<file path="src/rtl/hex_display_mux.sv">
// Scanned hex display driver: DIGITS nibbles, PWM dimming, double-buffered load.
// Define HEX_DISPLAY_MUX_LZ_BLANK_EN for leading-zero suppression.
module hex_display_mux #(
    parameter int DIGITS       = 4,
    parameter int CNT_WIDTH    = 14,
    parameter int BRIGHT_WIDTH = 4
) (
    input  logic                    clk,
    input  logic                    rst,
    input  logic [4*DIGITS-1:0]     i_data,
    input  logic [DIGITS-1:0]       i_dp,
    input  logic                    i_load,
    input  logic [BRIGHT_WIDTH-1:0] i_brightness,
    output logic                    o_busy,
    output logic                    o_frame,
    output logic [DIGITS-1:0]       o_anodes,
    output logic [7:0]              o_segments
);

    localparam int IW = $clog2(DIGITS);

    logic [CNT_WIDTH-1:0]    cnt;
    logic [IW-1:0]           idx;
    logic [4*DIGITS-1:0]     disp_data;
    logic [4*DIGITS-1:0]     pend_data;
    logic [DIGITS-1:0]       disp_dp;
    logic [DIGITS-1:0]       pend_dp;
    logic                    boundary;
    logic                    enable;
    logic                    blank;
    logic [BRIGHT_WIDTH-1:0] phase;
    logic [3:0]              nibble;
    logic [7:0]              code;
    logic [DIGITS-1:0]       onehot;

    function automatic logic [7:0] seg_code(input logic [3:0] n);
        case (n)
            4'h0:    seg_code = 8'hFC;
            4'h1:    seg_code = 8'h60;
            4'h2:    seg_code = 8'hDA;
            4'h3:    seg_code = 8'hF2;
            4'h4:    seg_code = 8'h66;
            4'h5:    seg_code = 8'hB6;
            4'h6:    seg_code = 8'hBE;
            4'h7:    seg_code = 8'hE0;
            4'h8:    seg_code = 8'hFE;
            4'h9:    seg_code = 8'hF6;
            4'hA:    seg_code = 8'hEE;
            4'hB:    seg_code = 8'h3E;
            4'hC:    seg_code = 8'h9C;
            4'hD:    seg_code = 8'h7A;
            4'hE:    seg_code = 8'h9E;
            default: seg_code = 8'h8E;
        endcase
    endfunction

    assign boundary = (idx == IW'(DIGITS - 1)) && (&cnt);
    assign phase    = cnt[CNT_WIDTH-1 -: BRIGHT_WIDTH];
    assign enable   = phase < i_brightness;
    assign nibble   = disp_data[{idx, 2'b00} +: 4];
    assign code     = {seg_code(nibble)[7:1], disp_dp[idx]};
    assign onehot   = DIGITS'(1) << idx;

`ifdef HEX_DISPLAY_MUX_LZ_BLANK_EN
    logic [DIGITS-1:0] zero_up;

    // zero_up[k]: nibble k and every nibble above it are zero
    always_comb begin
        logic z;
        z = 1'b1;
        zero_up = '0;
        for (int k = DIGITS - 1; k >= 0; k--) begin
            z = z && (disp_data[4*k +: 4] == 4'h0);
            zero_up[k] = z;
        end
    end

    assign blank = (idx != '0) && zero_up[idx] && !disp_dp[idx];
`else
    assign blank = 1'b0;
`endif

    always_ff @(posedge clk or posedge rst) begin
        if (rst) begin
            cnt <= '0;
            idx <= '0;
        end else begin
            cnt <= cnt + 1'b1;
            if (&cnt)
                idx <= (idx == IW'(DIGITS - 1)) ? '0 : idx + 1'b1;
        end
    end

    // Display buffer only changes on the frame boundary, so a frame never tears
    always_ff @(posedge clk or posedge rst) begin
        if (rst) begin
            disp_data <= '0;
            disp_dp   <= '0;
            pend_data <= '0;
            pend_dp   <= '0;
            o_busy    <= 1'b0;
        end else begin
            if (i_load) begin
                pend_data <= i_data;
                pend_dp   <= i_dp;
            end
            if (boundary) begin
                o_busy <= 1'b0;
                if (i_load) begin
                    disp_data <= i_data;
                    disp_dp   <= i_dp;
                end else if (o_busy) begin
                    disp_data <= pend_data;
                    disp_dp   <= pend_dp;
                end
            end else if (i_load) begin
                o_busy <= 1'b1;
            end
        end
    end

    always_ff @(posedge clk or posedge rst) begin
        if (rst) begin
            o_frame    <= 1'b0;
            o_anodes   <= '1;
            o_segments <= '0;
        end else begin
            o_frame    <= boundary;
            o_anodes   <= enable ? ~onehot : '1;
            o_segments <= (enable && !blank) ? code : 8'h00;
        end
    end

endmodule

</file>
<file path="config.mk">
export PLATFORM = sky130hd
export DESIGN_NAME = hex_display_mux
export DESIGN_NICKNAME = d
export VERILOG_FILES = /design/src/rtl/hex_display_mux.sv
export SDC_FILE = /design/constraint.sdc
export NUM_CORES = 1
export LEC_CHECK = 0
export ABC_AREA = 1
export CAP_MARGIN = 10
export CORE_ASPECT_RATIO = 1.25
export CORE_MARGIN = 1.5
export CORE_UTILIZATION = 60
export CTS_BUF_LIST = sky130_fd_sc_hd__clkbuf_4
export DETAILED_ROUTE_END_ITERATION = 8
export GPL_ROUTABILITY_DRIVEN = 0
export GPL_TIMING_DRIVEN = 0
export PLACE_DENSITY_LB_ADDON = 0.3
export SLEW_MARGIN = 25
export SYNTH_ARGS = -nofsm -noshare
export SYNTH_HDL_FRONTEND = slang
export SYNTH_SLANG_ARGS = --single-unit
export TNS_END_PERCENT = 50
</file>
<file path="constraint.sdc">
create_clock -name clk -period 6.8 [get_ports clk]
set_input_delay 1.36 -clock clk [delete_from_list [all_inputs] [get_ports clk]]
set_output_delay 1.36 -clock clk [all_outputs]
set_load 0.02 [all_outputs]
</file>
==> impl_metrics.ini, run 1 <==
[setup_path]
arrival_ns = 1.54
worstPathMaxFanout = 1
worstSetupPathDepth = 1
crit_buf_inv = 1
required_ns = 5.44
setup.worst_path.end_class = output port
worst_path_max_delay_cell = clkdlybuf4s50_1
slowest_delay_ns = 0.59
worst_r2r_path_depth = 10
critical_path.top_delay_family = buffers and inverters
reg2reg_slack_ns = 4.83
worst-setup-path-type = flip-flop to output port
cp_cell_sequence = clkdlybuf4s50_1
critPathLaunchType = flip-flop

[sta]
finClkSkew_ns = 0.01045
tightest_slew_ns = 0.4300
setup_violations = 0
relSlewSlack = 0.7133
fmax_mhz = 344.8
min_period_over_period = 0.4266
rsz0062_at_grt = no
slew_viol_final = 0
timing.final.crit_period_ns = 2.901
setup_tns_ns = 0
hold_ws_ns = 0.4664
hold_viol_final = 0

[floorplan]
dieWidth_um = 69.25
die_h_um = 85.82
fp-row-count = 29
dieArea_sq_um = 5943
core_area_sq_um = 5189
pin_count = 41
start_util = 0.6344

[final_layout]
area_growth_pct = 19.23
num-nets-final = 474
mostFrequentLayoutCells = nand2_1 (155), dfrtp_1 (66), nand3_1 (40), clkdlybuf4s50_1 (40), inv_1 (24)
drive_gt1_frac = 0.09132
antenna_cells = 0
final_common_cell = nand2_1

[global_route]
grt_pass1_wl_mm = 11.74
grt_pass1_vias = 2754
grt_util_all_layers = 0.2481
busiest_layer = met2
antenna_found_initial = 0
grt_max_degree = 46
grtUsageMet2 = 0.4187
grtUsageMet3 = 0.06110
grt.met1_usage = 0.2964
grt-ovfl-total = 0

[synthesis]
synth.area.top_cells = dfrtp_1 (50%), nand2_1 (18%), nand3_1 (6.1%), ha_1 (5.3%), dfstp_2 (3.2%)
postSynthAreaPerCell_sq_um = 8.640
synth.distinct_cells = 23
synthesis.area_sq_um = 3292
yosysWarnings = 0
synth.net_count = 422
synth-seq-area-share = 0.5336
synth-seq-cells = 70
synth_top_cell_by_area = dfrtp_1
syn_inst = 381
synth.top_cell.area_share = 0.5017

[placed_design]
dp_hpwl_mm = 4.723
portBuffers = 40

[detailed_routing]
initialDrtViolationCount = 200
ant_nets = 0
vias_per_cell = 5.348
routed_wirelength_mm = 6.431
vias = 2674
drt_first_pass_iters = 4
routedWlPerCell_um = 12.86
drc_errors = 0

[hold_path]
hold_class = flip-flop to flip-flop
min_delay_path_depth = 1

[power_and_ir_drop]
irDropWorstVdd_uv = 137.5
powerDensity_nw_per_um2 = 187.8
power.leakage_nw = 2.033

[clock_network]
numClockSinks = 70
postCtsSetupRepairBufs = 0
clock_path_buffers = 2
clock_latency_ns = 0.42
cts_buffers = 9
cts_tree = done
cts-root-buf = clkbuf_4
clkTransAtPathRegs_ns = 0.10
cts_hold_buffers = 0
cts_resized = 0
htreeDepth = 3

[status]
outcome = finished, final reports clean

[flow_run]
max_cap_viol_count = 0
## power breakdown
group          switching, mW  internal [mW]  total (mW)
Combinational         0.0265         0.0223      0.0488
Clock                  0.140          0.117       0.258
Sequential           0.00306          0.428       0.431
Total                  0.170          0.567       0.737
## cell usage after synthesis
cell        n
nand2_1   155
dfrtp_1    66
nand3_1    40
inv_1      25
nor2_1     18
ha_1       14
a21oi_1    10
o21ai_0     9
xnor2_1     6
xor2_1      6
buf_6       5
clkbuf_1    4
dfstp_2     4
nand3_2     4
buf_2       3
nand4_1     3
nand2_2     2
nor2_2      2
clkbuf_4    1
inv_2       1
nand3b_1    1
nor2_4      1
nor3_4      1
## registers in the layout, indices dropped and copies added, names as in the netlist
register	cells
disp_data	16
cnt	14
o_anodes	4
disp_dp	4
pend_data	16
o_busy	1
o_segments	8
idx	2
o_frame	1
pend_dp	4
## metrics by stage
step / worst slack, ns / total power, mW / cell area, sq um / util / std cells
6_report: 3.899 / 0.7373 / 3925 / 0.7565 / 500
4_1_cts: 3.878 / 0.7431 / 3925 / 0.7565 / 500
3_5_place_dp: 3.784 / 0.4883 / 3792 / 0.7309 / 484
5_1_grt: 3.846 / 0.7695 / 3925 / 0.7565 / 500
3_3_place_gp: 2.648 / 0.4845 / 3770 / 0.7265 / 483
2_1_floorplan: 3.678 / 0.4619 / 3292 / - / 381
## final cells by class
| class | instances | area, sq um |
|---|---|---|
| tap | 62 | 77.57 |
| multi-input combinational | 272 | 1344 |
| sequential | 70 | 1757 |
| inverter | 26 | 100.1 |
| clock buffer | 11 | 82.58 |
| clock inverter | 5 | 50.05 |
| buffer | 13 | 93.84 |
| fill | 376 | 1264 |
| timing repair buffer | 41 | 420.4 |
## cells by family (layout without fill, tap and decap cells)
kind of cell / Yosys count / in the layout / share of synthesized area
simple gates: 227 / 227 / 0.2942
fa+ha+maj: 14 / 14 / 0.05321
flops: 70 / 70 / 0.5336
buf+inv: 39 / 96 / 0.05815
compound gates: 19 / 19 / 0.02889
xor+xnor: 12 / 12 / 0.03193
## path summary, 6_finish.rpt
path                        startpoint            end
max                        o_anodes[3]    o_anodes[3]
max in group asynchronous          rst    o_anodes[3]
min in group asynchronous          rst   disp_data[4]
min                             cnt[0]         cnt[0]
min reg2reg                     cnt[0]         cnt[0]
max reg2reg                     idx[0]  o_segments[4]
## metal layers
layer,routed length (um),vias up
li1,-,1309
met4,191,0
met2,3258,87
met5,0,-
met3,296,21
met1,2685,1257
Power figures use the tool's default switching activity.
==> inputs of run 2 (changes only) <==
- CORE_UTILIZATION: 60 -> 52
- clock period: 6.8 -> 2.65 ns (I/O delays scaled with it)
==> run 2 against run 1 <==
  * Count of clock-buffer cells in the layout unchanged
  * Combinational power grew to 2.6 times the previous value
  * Core utilization shrank 11 points
  * Wire length shrank 1.8%
  * Sequential power grew to 2.6 times the previous value
  * Global-route usage is 3.0 points lower
  * Highest routed layer unchanged
  * Sequential share of layout area fell by 0.34 points
  * Setup slack worse by 3.3 ns
  * Clock skew is essentially flat
  * Total power grew to 2.6 times the previous value
==> impl_metrics.ini, run 2 (synthesis gave the netlist of run 1 again) <==
[detailed_routing]
vias = 2558
routed_wirelength_mm = 6.313
wl_met1_mm = 2.795
initialDrtViolationCount = 123
wl_met3_um = 233
drt_first_pass_iters = 5
drc_errors = 0
routedWlPerCell_um = 12.07
vias_per_cell = 4.891
ant_nets = 0
met2WireLength_mm = 3.128
top_layer = met4

[global_route]
antenna_found_initial = 0
grt-ovfl-total = 0
grt_pass1_vias = 2489
grt_util_all_layers = 0.2176
grt_pass1_wl_mm = 11.17
grt_max_degree = 39

[setup_path]
cp_cell_sequence = clkdlybuf4s50_1
timing.rr.end = o_segments[4]
required_ns = 2.12
arrival_ns = 1.55
reg2reg_slack_ns = 0.75
worstPathMaxFanout = 1
worstSetupPathDepth = 1
worst_r2r_path_depth = 10
setup.worst_path.end_class = output port
r2r-start = idx[0]
critPathLaunchType = flip-flop
crit_buf_inv = 1
worst-setup-path-type = flip-flop to output port
critical_path.top_delay_family = buffers and inverters
worst_path_max_delay_cell = clkdlybuf4s50_1
slowest_delay_ns = 0.59

[final_layout]
mostFrequentLayoutCells = nand2_1 (155), dfrtp_1 (66), nand3_1 (40), clkdlybuf4s50_1 (40), inv_1 (24)
final_cell_area_sq_um = 3955
fin_cells = 523
final_common_cell = nand2_1
top_regs = disp_data: 16 flops, pend_data: 16 flops, cnt: 14 flops
drive_gt1_frac = 0.09361
final_core_util = 0.6456
area_growth_pct = 20.14
num-nets-final = 474
antenna_cells = 0

[clock_network]
cts_buffers = 9
numClockSinks = 70
clock_latency_ns = 0.43
cts_resized = 0
cts_tree = done
htreeDepth = 3
postCtsSetupRepairBufs = 0
cts-root-buf = clkbuf_4
cts_hold_buffers = 0
clkTransAtPathRegs_ns = 0.10
clock_path_buffers = 2

[status]
outcome = finished, final reports clean

[sta]
hold_viol_final = 0
setup_violations = 0
hold_ws_ns = 0.4430
rsz0062_at_grt = no
timing.final.crit_period_ns = 2.076
min_period_over_period = 0.7833
slew_viol_final = 0
finClkSkew_ns = 0.01066
fmax_mhz = 481.8
relSlewSlack = 0.7220
tightest_slew_ns = 0.4170

[power_and_ir_drop]
irDropWorstVdd_uv = 414.5
p_comb_frac = 0.066
intPower_mw = 1.457
power.leakage_nw = 2.035
clockPowerShare = 0.353
power_mw = 1.901
p_sw_frac = 0.2334
pwr-share-seq = 0.581
p_switching_mw = 0.4437
powerDensity_nw_per_um2 = 480.6

[placed_design]
dpl-instance-area_sq_um = 3821
placedCellCount = 507
dp_hpwl_mm = 4.578
portBuffers = 40

[floorplan]
die_h_um = 91.96
core_area_sq_um = 6126
dieArea_sq_um = 6820
fp-row-count = 32
dieWidth_um = 74.17
start_util = 0.5374
pin_count = 41

[flow_run]
max_cap_viol_count = 0

[hold_path]
hold_class = primary input to asynchronous set/reset pin
run 2: cell counts in the layout (fill, tap and decap cells not counted):
No cell type changed its count.
run 2: power groups by stage:
stage / clock (mW) / sequential, mW / combinational (mW)
CTS: 0.685 / 1.11 / 0.128
detailed placement: 0 / 1.13 / 0.127
finish: 0.670 / 1.11 / 0.126
global placement: 0 / 1.12 / 0.120
floorplan: 0 / 1.13 / 0.0577
global route: 0.731 / 1.11 / 0.145
run 2: area by class of cell:
cell class                 instances  area [sq um]
multi-input combinational        272          1344
buffer                            13         93.84
inverter                          26         100.1
timing repair buffer              41         420.4
sequential                        70          1757
fill                             533          2171
tap                               85         106.4
clock inverter                     5         51.30
clock buffer                      11         82.58
run 2: worst max path at each step:
stage | from | end | slack [ns]
2_1_floorplan | rst | cnt[0] | 0.36
3_5_place_dp | i_brightness[1] | o_segments[4] | 0.47
3_3_place_gp | rst | o_segments[5] | -0.74
6_report | o_anodes[3] | o_anodes[3] | 0.57
5_1_grt | idx[0] | o_segments[4] | 0.50
4_1_cts | o_anodes[3] | o_anodes[3] | 0.55
run 2: stage by stage:
step | setup TNS, ns | worst slack (ns)
final | 0 | 0.5742
after global routing | 0 | 0.5022
after CTS | 0 | 0.5487
after detailed placement | 0 | 0.4689
after global placement | -48.86 | -0.7365
after floorplan | 0 | 0.3584
run 2: routing by layer:
metal | GRT usage | vias up
li1 | - | 1306
met1 | 0.2699 | 1182
met2 | 0.3482 | 54
met3 | 0.05714 | 16
met4 | 0.1019 | 0
met5 | 0 | -
